File: config.mk
export PLATFORM = sky130hd
export DESIGN_NAME = pipe_ctrl
export DESIGN_NICKNAME = d
export VERILOG_FILES = /design/src/rtl/pipe_ctrl_pkg.sv /design/src/rtl/fwd_unit.sv /design/src/rtl/pipe_ctrl.sv
export SDC_FILE = /design/constraint.sdc
export NUM_CORES = 1
export LEC_CHECK = 0
export CAP_MARGIN = 30
export CORE_MARGIN = 2
export CORE_UTILIZATION = 25
export DETAILED_ROUTE_END_ITERATION = 8
export PLACE_DENSITY_LB_ADDON = 0.1
export SLEW_MARGIN = 5
export SYNTH_ARGS = -nofsm -noshare
export SYNTH_HDL_FRONTEND = slang
export SYNTH_SLANG_ARGS = --single-unit
File: constraint.sdc
create_clock -name clk -period 2.6 [get_ports clk]
set_input_delay 0.39 -clock clk [delete_from_list [all_inputs] [get_ports clk]]
set_output_delay 0.39 -clock clk [all_outputs]
set_load 0.02 [all_outputs]
File: src/rtl/pipe_ctrl_pkg.sv
// Shared types and defaults for the pipeline hazard controller.
// Forward-select and FSM state encodings plus the per-stage control bundle.
package pipe_ctrl_pkg;

    localparam int RFIDX_WIDTH = 5;
    localparam int CNT_W       = 32;

    typedef enum logic [1:0] {
        FWD_RF    = 2'b00,
        FWD_EXMEM = 2'b01,
        FWD_MEMWB = 2'b10
    } fwd_sel_e;

    typedef enum logic [1:0] {
        HOLD     = 2'd0,
        RUN      = 2'd1,
        MEM_WAIT = 2'd2
    } state_e;

    typedef struct packed {
        logic pc_en;
        logic if_id_en;
        logic if_id_flush;
        logic id_ex_en;
        logic id_ex_flush;
        logic ex_mem_en;
        logic mem_wb_en;
    } stage_ctl_t;

    localparam stage_ctl_t CTL_NONE = '{
        pc_en: 1'b0, if_id_en: 1'b0, if_id_flush: 1'b0,
        id_ex_en: 1'b0, id_ex_flush: 1'b0,
        ex_mem_en: 1'b0, mem_wb_en: 1'b0
    };

endpackage

File: src/rtl/fwd_unit.sv
// EX operand forwarding compare for one source register.
// Ports: rs_index, MEM rd/write, WB rd/write in; 2-bit select out.
module fwd_unit #(
    parameter int RFIDX_WIDTH = pipe_ctrl_pkg::RFIDX_WIDTH
) (
    input  logic [RFIDX_WIDTH-1:0] rs_index,
    input  logic [RFIDX_WIDTH-1:0] mem_rd_index,
    input  logic                   mem_reg_write,
    input  logic [RFIDX_WIDTH-1:0] wb_rd_index,
    input  logic                   wb_reg_write,
    output logic [1:0]             sel
);
    import pipe_ctrl_pkg::*;

    logic mem_hit;
    logic wb_hit;

    // x0 is hardwired zero, so a write to it never forwards
    assign mem_hit = mem_reg_write && (mem_rd_index != '0)
                     && (mem_rd_index == rs_index);
    assign wb_hit  = wb_reg_write && (wb_rd_index != '0)
                     && (wb_rd_index == rs_index);

    // Both can hit; the younger EX/MEM result wins
    always_comb begin
        sel = FWD_RF;
        priority case (1'b1)
            mem_hit: sel = FWD_EXMEM;
            wb_hit:  sel = FWD_MEMWB;
            default: sel = FWD_RF;
        endcase
    end

endmodule

File: src/rtl/pipe_ctrl.sv
// Hazard/sequencing controller for the 5-stage pipeline registers.
// Ports: ID/EX/MEM/WB reg indices and control bits, branch and dmem
// handshake in; stage enables/flushes, forward selects, perf counters out.
module pipe_ctrl #(
    parameter int RFIDX_WIDTH = pipe_ctrl_pkg::RFIDX_WIDTH,
    parameter int CNT_W       = pipe_ctrl_pkg::CNT_W
) (
    input  logic                   clk,
    input  logic                   rst_n,
    input  logic [RFIDX_WIDTH-1:0] id_rs1_index,
    input  logic [RFIDX_WIDTH-1:0] id_rs2_index,
    input  logic                   id_rs1_used,
    input  logic                   id_rs2_used,
    input  logic [RFIDX_WIDTH-1:0] ex_rs1_index,
    input  logic [RFIDX_WIDTH-1:0] ex_rs2_index,
    input  logic [RFIDX_WIDTH-1:0] ex_rd_index,
    input  logic                   ex_mem_read,
    input  logic [RFIDX_WIDTH-1:0] mem_rd_index,
    input  logic                   mem_reg_write,
    input  logic [RFIDX_WIDTH-1:0] wb_rd_index,
    input  logic                   wb_reg_write,
    input  logic                   ex_branch_taken,
    input  logic                   dmem_req,
    input  logic                   dmem_ready,
    output logic                   pc_en,
    output logic                   if_id_en,
    output logic                   if_id_flush,
    output logic                   id_ex_en,
    output logic                   id_ex_flush,
    output logic                   ex_mem_en,
    output logic                   mem_wb_en,
    output logic [1:0]             fwd_a_sel,
    output logic [1:0]             fwd_b_sel,
    output logic [CNT_W-1:0]       stall_cnt,
    output logic [CNT_W-1:0]       flush_cnt
);
    import pipe_ctrl_pkg::*;

    state_e     state;
    stage_ctl_t ctl;

    logic active;
    logic freeze;
    logic ld_hazard;
    logic branch_go;
    logic load_use;
    logic stall_inc;
    logic flush_inc;

    assign active = (state != HOLD);

    assign freeze = active && dmem_req && !dmem_ready;

    assign ld_hazard = ex_mem_read && (ex_rd_index != '0)
        && ((id_rs1_used && (id_rs1_index == ex_rd_index))
         || (id_rs2_used && (id_rs2_index == ex_rd_index)));

    // A branch seen during a freeze is simply not acted on; EX holds it,
    // so it is taken on the release cycle with no extra state.
    assign branch_go = active && !freeze && ex_branch_taken;
    assign load_use  = active && !freeze && !ex_branch_taken && ld_hazard;

    assign stall_inc = freeze || load_use;
    assign flush_inc = branch_go;

    always_comb begin
        ctl = CTL_NONE;
        priority case (1'b1)
            !active: begin
                ctl.if_id_flush = 1'b1;
                ctl.id_ex_flush = 1'b1;
            end
            freeze: begin
                ctl = CTL_NONE;
            end
            branch_go: begin
                ctl.pc_en       = 1'b1;
                ctl.if_id_en    = 1'b1;
                ctl.if_id_flush = 1'b1;
                ctl.id_ex_en    = 1'b1;
                ctl.id_ex_flush = 1'b1;
                ctl.ex_mem_en   = 1'b1;
                ctl.mem_wb_en   = 1'b1;
            end
            load_use: begin
                // ID/EX loads a bubble while the load moves on to MEM
                ctl.id_ex_en    = 1'b1;
                ctl.id_ex_flush = 1'b1;
                ctl.ex_mem_en   = 1'b1;
                ctl.mem_wb_en   = 1'b1;
            end
            default: begin
                ctl.pc_en     = 1'b1;
                ctl.if_id_en  = 1'b1;
                ctl.id_ex_en  = 1'b1;
                ctl.ex_mem_en = 1'b1;
                ctl.mem_wb_en = 1'b1;
            end
        endcase
    end

    assign pc_en       = ctl.pc_en;
    assign if_id_en    = ctl.if_id_en;
    assign if_id_flush = ctl.if_id_flush;
    assign id_ex_en    = ctl.id_ex_en;
    assign id_ex_flush = ctl.id_ex_flush;
    assign ex_mem_en   = ctl.ex_mem_en;
    assign mem_wb_en   = ctl.mem_wb_en;

    // Dropping dmem_req in MEM_WAIT clears freeze too, so it releases
    always_ff @(posedge clk or negedge rst_n) begin
        if (!rst_n) begin
            state <= HOLD;
        end else begin
            case (state)
                HOLD:     state <= RUN;
                RUN:      if (freeze) state <= MEM_WAIT;
                MEM_WAIT: if (!freeze) state <= RUN;
                default:  state <= HOLD;
            endcase
        end
    end

    always_ff @(posedge clk or negedge rst_n) begin
        if (!rst_n) begin
            stall_cnt <= '0;
            flush_cnt <= '0;
        end else begin
            if (stall_inc && (stall_cnt != '1))
                stall_cnt <= stall_cnt + CNT_W'(1);
            if (flush_inc && (flush_cnt != '1))
                flush_cnt <= flush_cnt + CNT_W'(1);
        end
    end

    fwd_unit #(
        .RFIDX_WIDTH(RFIDX_WIDTH)
    ) u_fwd_a (
        .rs_index      (ex_rs1_index),
        .mem_rd_index  (mem_rd_index),
        .mem_reg_write (mem_reg_write),
        .wb_rd_index   (wb_rd_index),
        .wb_reg_write  (wb_reg_write),
        .sel           (fwd_a_sel)
    );

    fwd_unit #(
        .RFIDX_WIDTH(RFIDX_WIDTH)
    ) u_fwd_b (
        .rs_index      (ex_rs2_index),
        .mem_rd_index  (mem_rd_index),
        .mem_reg_write (mem_reg_write),
        .wb_rd_index   (wb_rd_index),
        .wb_reg_write  (wb_reg_write),
        .sel           (fwd_b_sel)
    );

endmodule

# == Word level (Yosys, flattened, before mapping) ==
# Cells that the tools add are included.
# op_classes
n_addsub,2
n_eq_ne,12
muxes,22
reduce_logical,29
# ops
op,count
32-bit by 1-bit adder with 32-bit output (second input constant),2
32-bit != test (second input constant),2
5-bit equality test,6
2-bit 2-to-1 mux,12
1-bit logical AND,18
5-bit nonzero test,3
1-bit 2-to-1 mux,9
2-bit case mux with 3 select lines,1
2-bit != test (second input constant),2
1-bit zero test,3
2-bit by 1-bit equality test with 1-bit output (second input constant),1
2-bit equality test (second input constant),1
2-bit zero test,1
1-bit logical OR,2
2-bit AND reduction,1
2-bit nonzero test,1
# totals
reg_bits,66
in_bits,45
output_inout_bits,75
wordCells,68

# == Longest topological paths before layout ==
# Gate-level depths: netlist (run 1).
# logic_depth
word_depth,11
ltp_mapped,8
ltp_nobuf,7

# == By module ==
# A second synthesis (run 1) with hierarchy kept.
# unflattened
hier_cells,369
hier_area_um2,3727.3
# by_module_without_submodules
module,n_inst,cells_each,area_per_inst_um2,seq_area_each_um2
pipe_ctrl,1,327,3409.5,1651.6
fwd_unit,2,21,158.9,0.0

# == Worst setup path before layout (run 1) ==
# Ideal clock, no wire load.
# synth_path
path_type,input -> output
from,input mem_rd_index[0]
to,output fwd_a_sel[1]
arrival_ps,1913
slack_ps,297
cell_stages,4
path_cell_list,or4_1 > o21ai_0 > nor4_1 > nor4_1
# synth_via
elab_chain_cells,4
elab_cells_between_ends,5
classes_between,1 x eq/ne; 1 x mux; 3 x reduce/logical
# synth_rtl
item,line_no,text
start: declaration,pipe_ctrl.sv:18,"input logic [RFIDX_WIDTH-1:0] mem_rd_index,"
5-bit nonzero test,fwd_unit.sv:19,assign mem_hit = mem_reg_write && (mem_rd_index != '0)
1-bit logical AND,fwd_unit.sv:19,
1-bit logical AND *,fwd_unit.sv:20,&& (mem_rd_index == rs_index);
via u_fwd_a.mem_hit,fwd_unit.sv:15,logic mem_hit;
2-bit 2-to-1 mux *,fwd_unit.sv:27,priority case (1'b1)
end: declaration,pipe_ctrl.sv:32,"output logic [1:0] fwd_a_sel,"
# Mark *: on every way through the listed nets, which the timed path passes. The rest lies on a longest branch.

# == Worst setup path in the final report (run 1) ==
# layout_path
from,input wb_rd_index[2]
to,output fwd_a_sel[1]
# layout_via
elab_chain_cells,5
elab_cells_between_ends,6
classes_between,1 x eq/ne; 2 x mux; 3 x reduce/logical
# layout_rtl
item,line_no,text
start: declaration,pipe_ctrl.sv:20,"input logic [RFIDX_WIDTH-1:0] wb_rd_index,"
5-bit nonzero test,fwd_unit.sv:21,assign wb_hit = wb_reg_write && (wb_rd_index != '0)
1-bit logical AND,fwd_unit.sv:21,
1-bit logical AND *,fwd_unit.sv:22,&& (wb_rd_index == rs_index);
2-bit 2-to-1 mux * (2 in series),fwd_unit.sv:27,
# Mark *: on every way between the ends. The rest lies on a longest branch, timed or not.

==> results of run 1 <==
how the worst max path moves through the flow:
stage                     from            to  slack, ns
4_1_cts         ex_rd_index[1]         pc_en       0.04
3_3_place_gp   mem_rd_index[0]  fwd_a_sel[1]      -0.47
2_1_floorplan  mem_rd_index[0]  fwd_a_sel[1]       0.30
6_report        wb_rd_index[2]  fwd_a_sel[1]       0.12
3_5_place_dp   mem_rd_index[0]  fwd_b_sel[1]      -0.49
5_1_grt         ex_rd_index[0]   id_ex_flush      0.007
synth_stat cells, drive strengths merged:
cell type,instances
nand3,38
and2,4
o221ai,1
nor2b,3
nor2,30
nor3,11
nand2b,2
nor4,11
ha,2
xnor2,47
clkbuf,1
mux2,2
nor4b,4
and3,4
a21o,1
o41ai,1
and4,6
o22ai,1
nand4b,1
nand3b,1
or4,7
dfrtp,66
buf,7
nand2,24
or2,1
inv,7
nand4,17
o21ai,5
xor2,45
a21oi,4
a211oi,1
nor3b,1
routing by layer:
| layer | wire (um) | GRT usage (%) |
|---|---|---|
| met1 | 4510 | 17.08 |
| met2 | 4174 | 19.88 |
| met3 | 659 | 4.167 |
| met4 | 185 | 5.688 |
| met5 | 0 | 0 |
cell families after synthesis:
| kind of cell | Yosys count |
|---|---|
| AO/OA/AOI/OAI | 14 |
| XOR/XNOR | 92 |
| adder cells (fa/ha/maj) | 2 |
| buffers and inverters | 15 |
| flip-flops | 66 |
| multiplexers | 2 |
| AND/OR/NAND/NOR | 165 |
flip-flops by register name (all words and copies together) (netlist names):
signal	flops
state	2
stall_cnt	32
flush_cnt	32
layout by cell type (no fill, tap or decap), types with 3 or more instances in the layout:
cell type	synthesis	routed
nand3_1	36	36
or4_4	2	3
and2_1	4	4
nor4_2	0	4
and3_1	4	4
nor4_1	10	6
dfrtp_1	66	66
inv_1	7	7
and4_1	6	6
nor2_2	3	4
buf_4	5	40
nand4_1	17	17
nor2b_1	3	3
nor4b_1	4	4
clkbuf_16	0	9
or4_1	5	4
dlygate4sd2_1	0	4
xnor2_1	47	47
xor2_1	45	45
a21oi_1	4	3
clkdlybuf4s50_1	0	109
nor3_1	9	9
nand2_1	24	24
nor2_1	27	26
metrics by stage:
| step | setup slack [ns] | instance area, um^2 |
|---|---|---|
| 2_1_floorplan | 0.2965 | 3598 |
| 3_3_place_gp | -0.4687 | 5291 |
| 3_5_place_dp | -0.4942 | 5291 |
| 4_1_cts | 0.03832 | 5605 |
| 5_1_grt | 0.007100 | 5634 |
| 6_report | 0.1203 | 5634 |
power groups by stage:
stage	sequential [W]	combinational, W	clock (W)
after CTS	0.00122	0.000679	0.00128
final	0.00122	0.000669	0.00124
after detailed placement	0.00124	0.000677	0
after floorplan	0.00131	0.000211	0
after global placement	0.00124	0.000675	0
after global routing	0.00123	0.000723	0.00131
worst max-delay path: cells and delay by family:
| family | cells | cell delay (ns) |
|---|---|---|
| and+or+nand+nor | 3 | 0.95 |
| buffers and inverters | 2 | 0.67 |
| AOI/OAI and AO/OA | 1 | 0.08 |
what timing repair did:
action | CTS | global route
cloned | 0 | 0
pin swaps | 0 | 1
gates resized for setup | 25 | 9
setup endpoints to repair | 8 | 8
cell type report:
cell class,instances,area share [%]
clock buffers,11,4.486
well taps,180,3.997
inverters,7,0.4664
clock inverters,4,0.9105
flip-flops and latches,66,29.31
repair buffers,160,26.83
multi-input cells,275,34.00
==> results.md, run 1 <==
* Number of hold violations in the final report at 0
* Max-cap check violation count at 0
* Drt first pass iters at 4
* Routed WL per cell at between 10 and 15 um
* Setup tns final at 0 ns
* CTS H-tree depth at 3
* Final setup fails at 0
* Post-Synth Simple-Gate Area at 25.70%
* Worst slew pin tran at 0.5141 ns
* Die height at 124.0 um
* Final core occ at 40.28%
* Num CTS Buffers at 9
* XOR/XNOR Fraction of Synth Area at 22.39%
* Placeable Area at 13990 um^2
* N_diodes at 0
* # rows at 43
* Share of power burned in registers at a little under 40%
* Post-synthesis adder-cell area fraction at 0.6954%
* Initial antenna violation count at 0
* Top-area cell type share of the netlist area at approximately 46%
* Clock sink total at 66
* R2R cell count at 8
* Sw power at 0.0008725 W
* Port bufs at 119
* Logic pwr share at 21.4%
* Relative slew margins at 65.54%
* Crit-path max cell delay at 0.55 ns
* Cells after synthesis at 356
* Vias per inst at approximately 4.5
* CTS tree: built
* DRT Wirelength at 9530 um
* Crit-path cells: clkdlybuf4s50_1 > or4_1 > o21ai_0 > or4_1 > nor4_2 > buf_4
* Antenna Violating Nets Remaining at 0
* RR Startpoint: stall_cnt[0]
* DR vias at 3129
* HPWL Detailed at 7406 um
* Setup Skew at 0.005566 ns
* Worst Path Max Fanout at 2
* Fillers at 1382
* Mux cell area share after synthesis at 0.6259%
* Max Root-Sink Buffers at 2
* First-pass GRT wire length at 15420 um
* Switching Share at between 20 and 30%
* Post-synthesis sequential area ratio at 45.90%
* P_int at about 0.0023 W
* RePlAce Congestion at 0.7757
* Nets at approximately 570
* Compound-Gate Fraction of Synth Area at 2.538%
* Pleak at between 2 and 2.5 nW
* Seq cells post-synth at 66
* Cells after DPL at about 690
* DRC violations left at 0
* Syn_area_per_cell at 10.11 um^2
* Initial Utilization at 25.72%
* Gr ovfl total at 0
* Synth top area cells: dfrtp_1 (46%), xnor2_1 (11%), xor2_1 (11%), nand3_1 (5.0%), nand4_1 (3.0%)
* Die Span X at roughly 120 um
* Crit Path Category: in -> out
* Clk pwr share at 39.6%
* Synth warn at 0
* Footprint of the multi-input gates at between 1500 and 2000 um^2
* P&R area growth vs syn at 56.57%
* Most used cell, CP: or4_1
* Reg2reg setup slack at around 0.38 ns
* Top Ports at 120
* Worst-Skew Late Latency at 0.34 ns
* Power Density at approximately 550 nW/um^2
* Tot Pwr at approximately 0.0031 W
* # Post-CTS Setup Buffers at 0
* Layout cells sized above 1 at 15.68%
* Final worst path period share at 95.37%
* Worst Setup Start Kind: input port
* Die area at 15370 um^2
* Netlist Area Pre-Place at 3598 um^2
* GRT Util Overall at between 10% and 20%
* Arr. time, crit path at approximately 2.1 ns
* Largest net degree at the start of global routing at 67
* Pins Over Slew Limit at 0
* Hold-fix buffers at CTS at 0
* Root buffer cell: clkbuf_16
* Worst EP required at roughly 2.2 ns
* Critical R2R Capture: stall_cnt[1]
* Cell accounting for the most synthesized area: dfrtp_1
* RSZ-0062 raised after global routing: no
* Seq. cell area at approximately 1700 um^2
* CP max-delay cell: or4_1
* DR iter-0 viols at 121
* Vias in the first global route at ~3100
* VDD IR-drop max at 351.4 uV
* Min cycle time layout at around 2.5 ns
* Max Freq at 403.3 MHz
* HP Class: in -> async
* Largest family of logic cells by synthesized area: simple AND/OR/NAND/NOR gates
* Clock-pin slew on the worst setup and hold paths at around 0.05 ns
* Hold WS at 0.06759 ns
* Status: finished, final reports clean
* Synthesized Nets at 403
* Final Non-Filler Cells at approximately 700
* Crit. End Element: output pin
* Yosys cell types at 39
Power figures use the tool's default switching activity.
==> inputs of run 2 (changes only) <==
--- a/config.mk
+++ b/config.mk
@@ -5,9 +5,11 @@
 export SDC_FILE = /design/constraint.sdc
 export NUM_CORES = 1
 export LEC_CHECK = 0
+export ABC_CLOCK_PERIOD_IN_PS = 2600
 export CAP_MARGIN = 30
 export CORE_MARGIN = 2
 export CORE_UTILIZATION = 25
+export CTS_BUF_LIST = sky130_fd_sc_hd__clkbuf_8
 export DETAILED_ROUTE_END_ITERATION = 8
 export PLACE_DENSITY_LB_ADDON = 0.1
 export SLEW_MARGIN = 5
==> results.md, run 2 (synthesis results as in run 1) <==
* Status: finished, final reports clean
* Number of hold violations in the final report at 0 (unchanged)
* Num CTS Buffers at 9 (unchanged)
* Arr. time, crit path at 2.09 ns (about the same)
* Layout cells sized above 1 at 15.68% (unchanged)
* Hold-fix buffers at CTS at 0 (unchanged)
* Commonest non-fill, non-tap cell in the layout: clkdlybuf4s50_1
* Setup Skew at 0.01297 ns (+0.007404 ns)
* Fillers at 1396 (+1.0%)
* Largest net degree at the start of global routing at 67 (unchanged)
* Worst slew pin tran at 0.5122 ns (-0.001903 ns)
* Crit. End Element: output pin
* Worst Path Max Fanout at 2 (unchanged)
* Vias per inst at 4.450 (about the same)
* VDD IR-drop max at 331.3 uV (-5.7%)
* Pins Over Slew Limit at 0 (unchanged)
* DRC violations left at 0 (unchanged)
* Power Density at 502.9 nW/um^2 (-9.3%)
* HPWL Detailed at 7406 um (unchanged)
* DRT Wirelength at 9509 um (-0.22%)
* RSZ-0062 raised after global routing: no
* Initial Utilization at 25.72% (unchanged)
* CP max-delay cell: or4_1
* Initial antenna violation count at 0 (unchanged)
* Worst Path Buf+Inv at 2 (unchanged)
* Crit-path cells: clkdlybuf4s50_1 > or4_1 > o21ai_0 > or4_1 > nor4_2 > buf_4
* Tot Pwr at 0.002782 W (-11%)
* Min cycle time layout at 2.480 ns (unchanged)
* Max Root-Sink Buffers at 2 (unchanged)
* CP endpoint: fwd_a_sel[1]
* HP Class: in -> async
* Largest regs: flush_cnt x32, stall_cnt x32, state x2
* Die Span X at 124.0 um (unchanged)
* Worst Setup Start Kind: input port
* Clock sink total at 66 (unchanged)
* Final worst path period share at 95.37% (unchanged)
* Clock-pin slew on the worst setup and hold paths at 0.07 ns (+0.02 ns)
* # rows at 43 (unchanged)
* Antenna Violating Nets Remaining at 0 (unchanged)
* Final core occ at 39.55% (-0.72 points)
* CTS tree: built
* Port bufs at 119 (unchanged)
* Crit-path max cell delay at 0.55 ns (about the same)
* Vias in the first global route at 3134 (-0.032%)
* DR iter-0 viols at 117 (-3.3%)
* Relative slew margins at 65.67% (+0.13 points)
* DR vias at 3128 (-0.032%)
* Gr ovfl total at 0 (unchanged)
* Top Ports at 120 (unchanged)
* Max Freq at 403.3 MHz (unchanged)
* P&R area growth vs syn at 53.76%
* Worst-Skew Late Latency at 0.36 ns (+0.02 ns)
* Delay-heaviest family, CP: simple AND/OR/NAND/NOR gates
* Pleak at 2.366 nW (-1.9%)
* Root buffer cell: clkbuf_8
* WP depth at 6 (unchanged)
* Routed WL per cell at 13.53 um (-0.22%)
* Crit Path Category: in -> out
* RR Startpoint: stall_cnt[0]
* Hold WS at 0.04740 ns (-0.02019 ns)
* Die area at 15370 um^2 (unchanged)
* Most used cell, CP: or4_1
* RePlAce Congestion at 0.7757 (unchanged)
* Reg2reg setup slack at 0.37 ns (about the same)
* Drt first pass iters at 4 (unchanged)
* Crit path from: wb_rd_index[2]
* Commonest cells after routing, fill and taps aside: clkdlybuf4s50_1 (109), dfrtp_1 (66), xnor2_1 (47)
* Critical R2R Capture: stall_cnt[1]
* Worst EP required at 2.21 ns (about the same)
* Fin area at 5533 um^2 (-1.8%)
* CTS H-tree depth at 3 (unchanged)
* First-pass GRT wire length at 15320 um (-0.63%)
* R2R cell count at 8 (unchanged)
* Nets at 566 (unchanged)
* GRT Util Overall at 12.95% (-0.13 points)
* Max-cap check violation count at 0 (unchanged)
* N_diodes at 0 (unchanged)
* Die height at 124.0 um (unchanged)
* Placed Area at 5291 um^2 (unchanged)
* Final setup fails at 0 (unchanged)
* Placeable Area at 13990 um^2 (unchanged)
* Setup tns final at 0 ns (unchanged)
run 2: stage by stage:
stage,setup slack (ns),cells
2_1_floorplan,0.2965,356
3_3_place_gp,-0.4687,688
3_5_place_dp,-0.4942,688
4_1_cts,0.03832,703
5_1_grt,0.007100,703
6_report,0.1203,703
run 2: layer usage:
layer	global-route usage [%]	vias to the layer above	wire (um)
li1	-	1565	-
met1	16.95	1448	4493
met2	19.78	106	4169
met3	4.304	9	676
met4	5.056	0	170
met5	0	-	0
run 2: layout make-up:
type,count,area (um^2),share of cell area [%]
timing repair buffer,160,1511,27.32
inverter,7,26.28,0.4749
tap,180,225.2,4.071
sequential,66,1652,29.85
clock inverter,4,51.30,0.9272
clock buffer,11,151.4,2.736
multi-input combinational,275,1916,34.62
run 2: worst min-delay path by stage:
stage	end	slack, ns
after CTS	flush_cnt[31]	0.04
after global routing	flush_cnt[12]	0.07
after global placement	flush_cnt[12]	0.44
after floorplan	flush_cnt[0]	0.09
final	flush_cnt[11]	0.05
after detailed placement	flush_cnt[12]	0.44
run 2: repair_timing:
| item | 4_1_cts | 5_1_grt |
|---|---|---|
| pin swaps | 0 | 1 |
| setup buffers | 0 | 0 |
| resized for setup | 25 | 9 |
| setup endpoints to repair | 8 | 8 |
run 2: power by group:
| group | internal [W] | switching [W] |
|---|---|---|
| combinational | 0.000356 | 0.000312 |
| clock | 0.000490 | 0.000408 |
| sequential | 0.00111 | 0.000110 |
| total | 0.00195 | 0.000831 |
run 2: worst reg2reg max path, delay by kind of cell, from the launching register on:
kind                     cells  cell delay [ns]
multiplexers                 1             0.32
buffers and inverters        2             0.31
flip-flops                   1             0.41
adder cells (fa/ha/maj)      1             0.24
AND/OR/NAND/NOR              4             0.85
==> inputs of run 3 (changes only) <==
--- a/config.mk
+++ b/config.mk
@@ -6,10 +6,11 @@
 export NUM_CORES = 1
 export LEC_CHECK = 0
 export ABC_CLOCK_PERIOD_IN_PS = 2600
-export CAP_MARGIN = 30
+export CAP_MARGIN = 20
 export CORE_MARGIN = 2
 export CORE_UTILIZATION = 25
 export CTS_BUF_LIST = sky130_fd_sc_hd__clkbuf_8
+export CTS_CLUSTER_DIAMETER = 40
 export DETAILED_ROUTE_END_ITERATION = 8
 export PLACE_DENSITY_LB_ADDON = 0.1
 export SLEW_MARGIN = 5
==> results of run 3 <==
The final DEF is identical to that of run 2; final timing and power are the same.
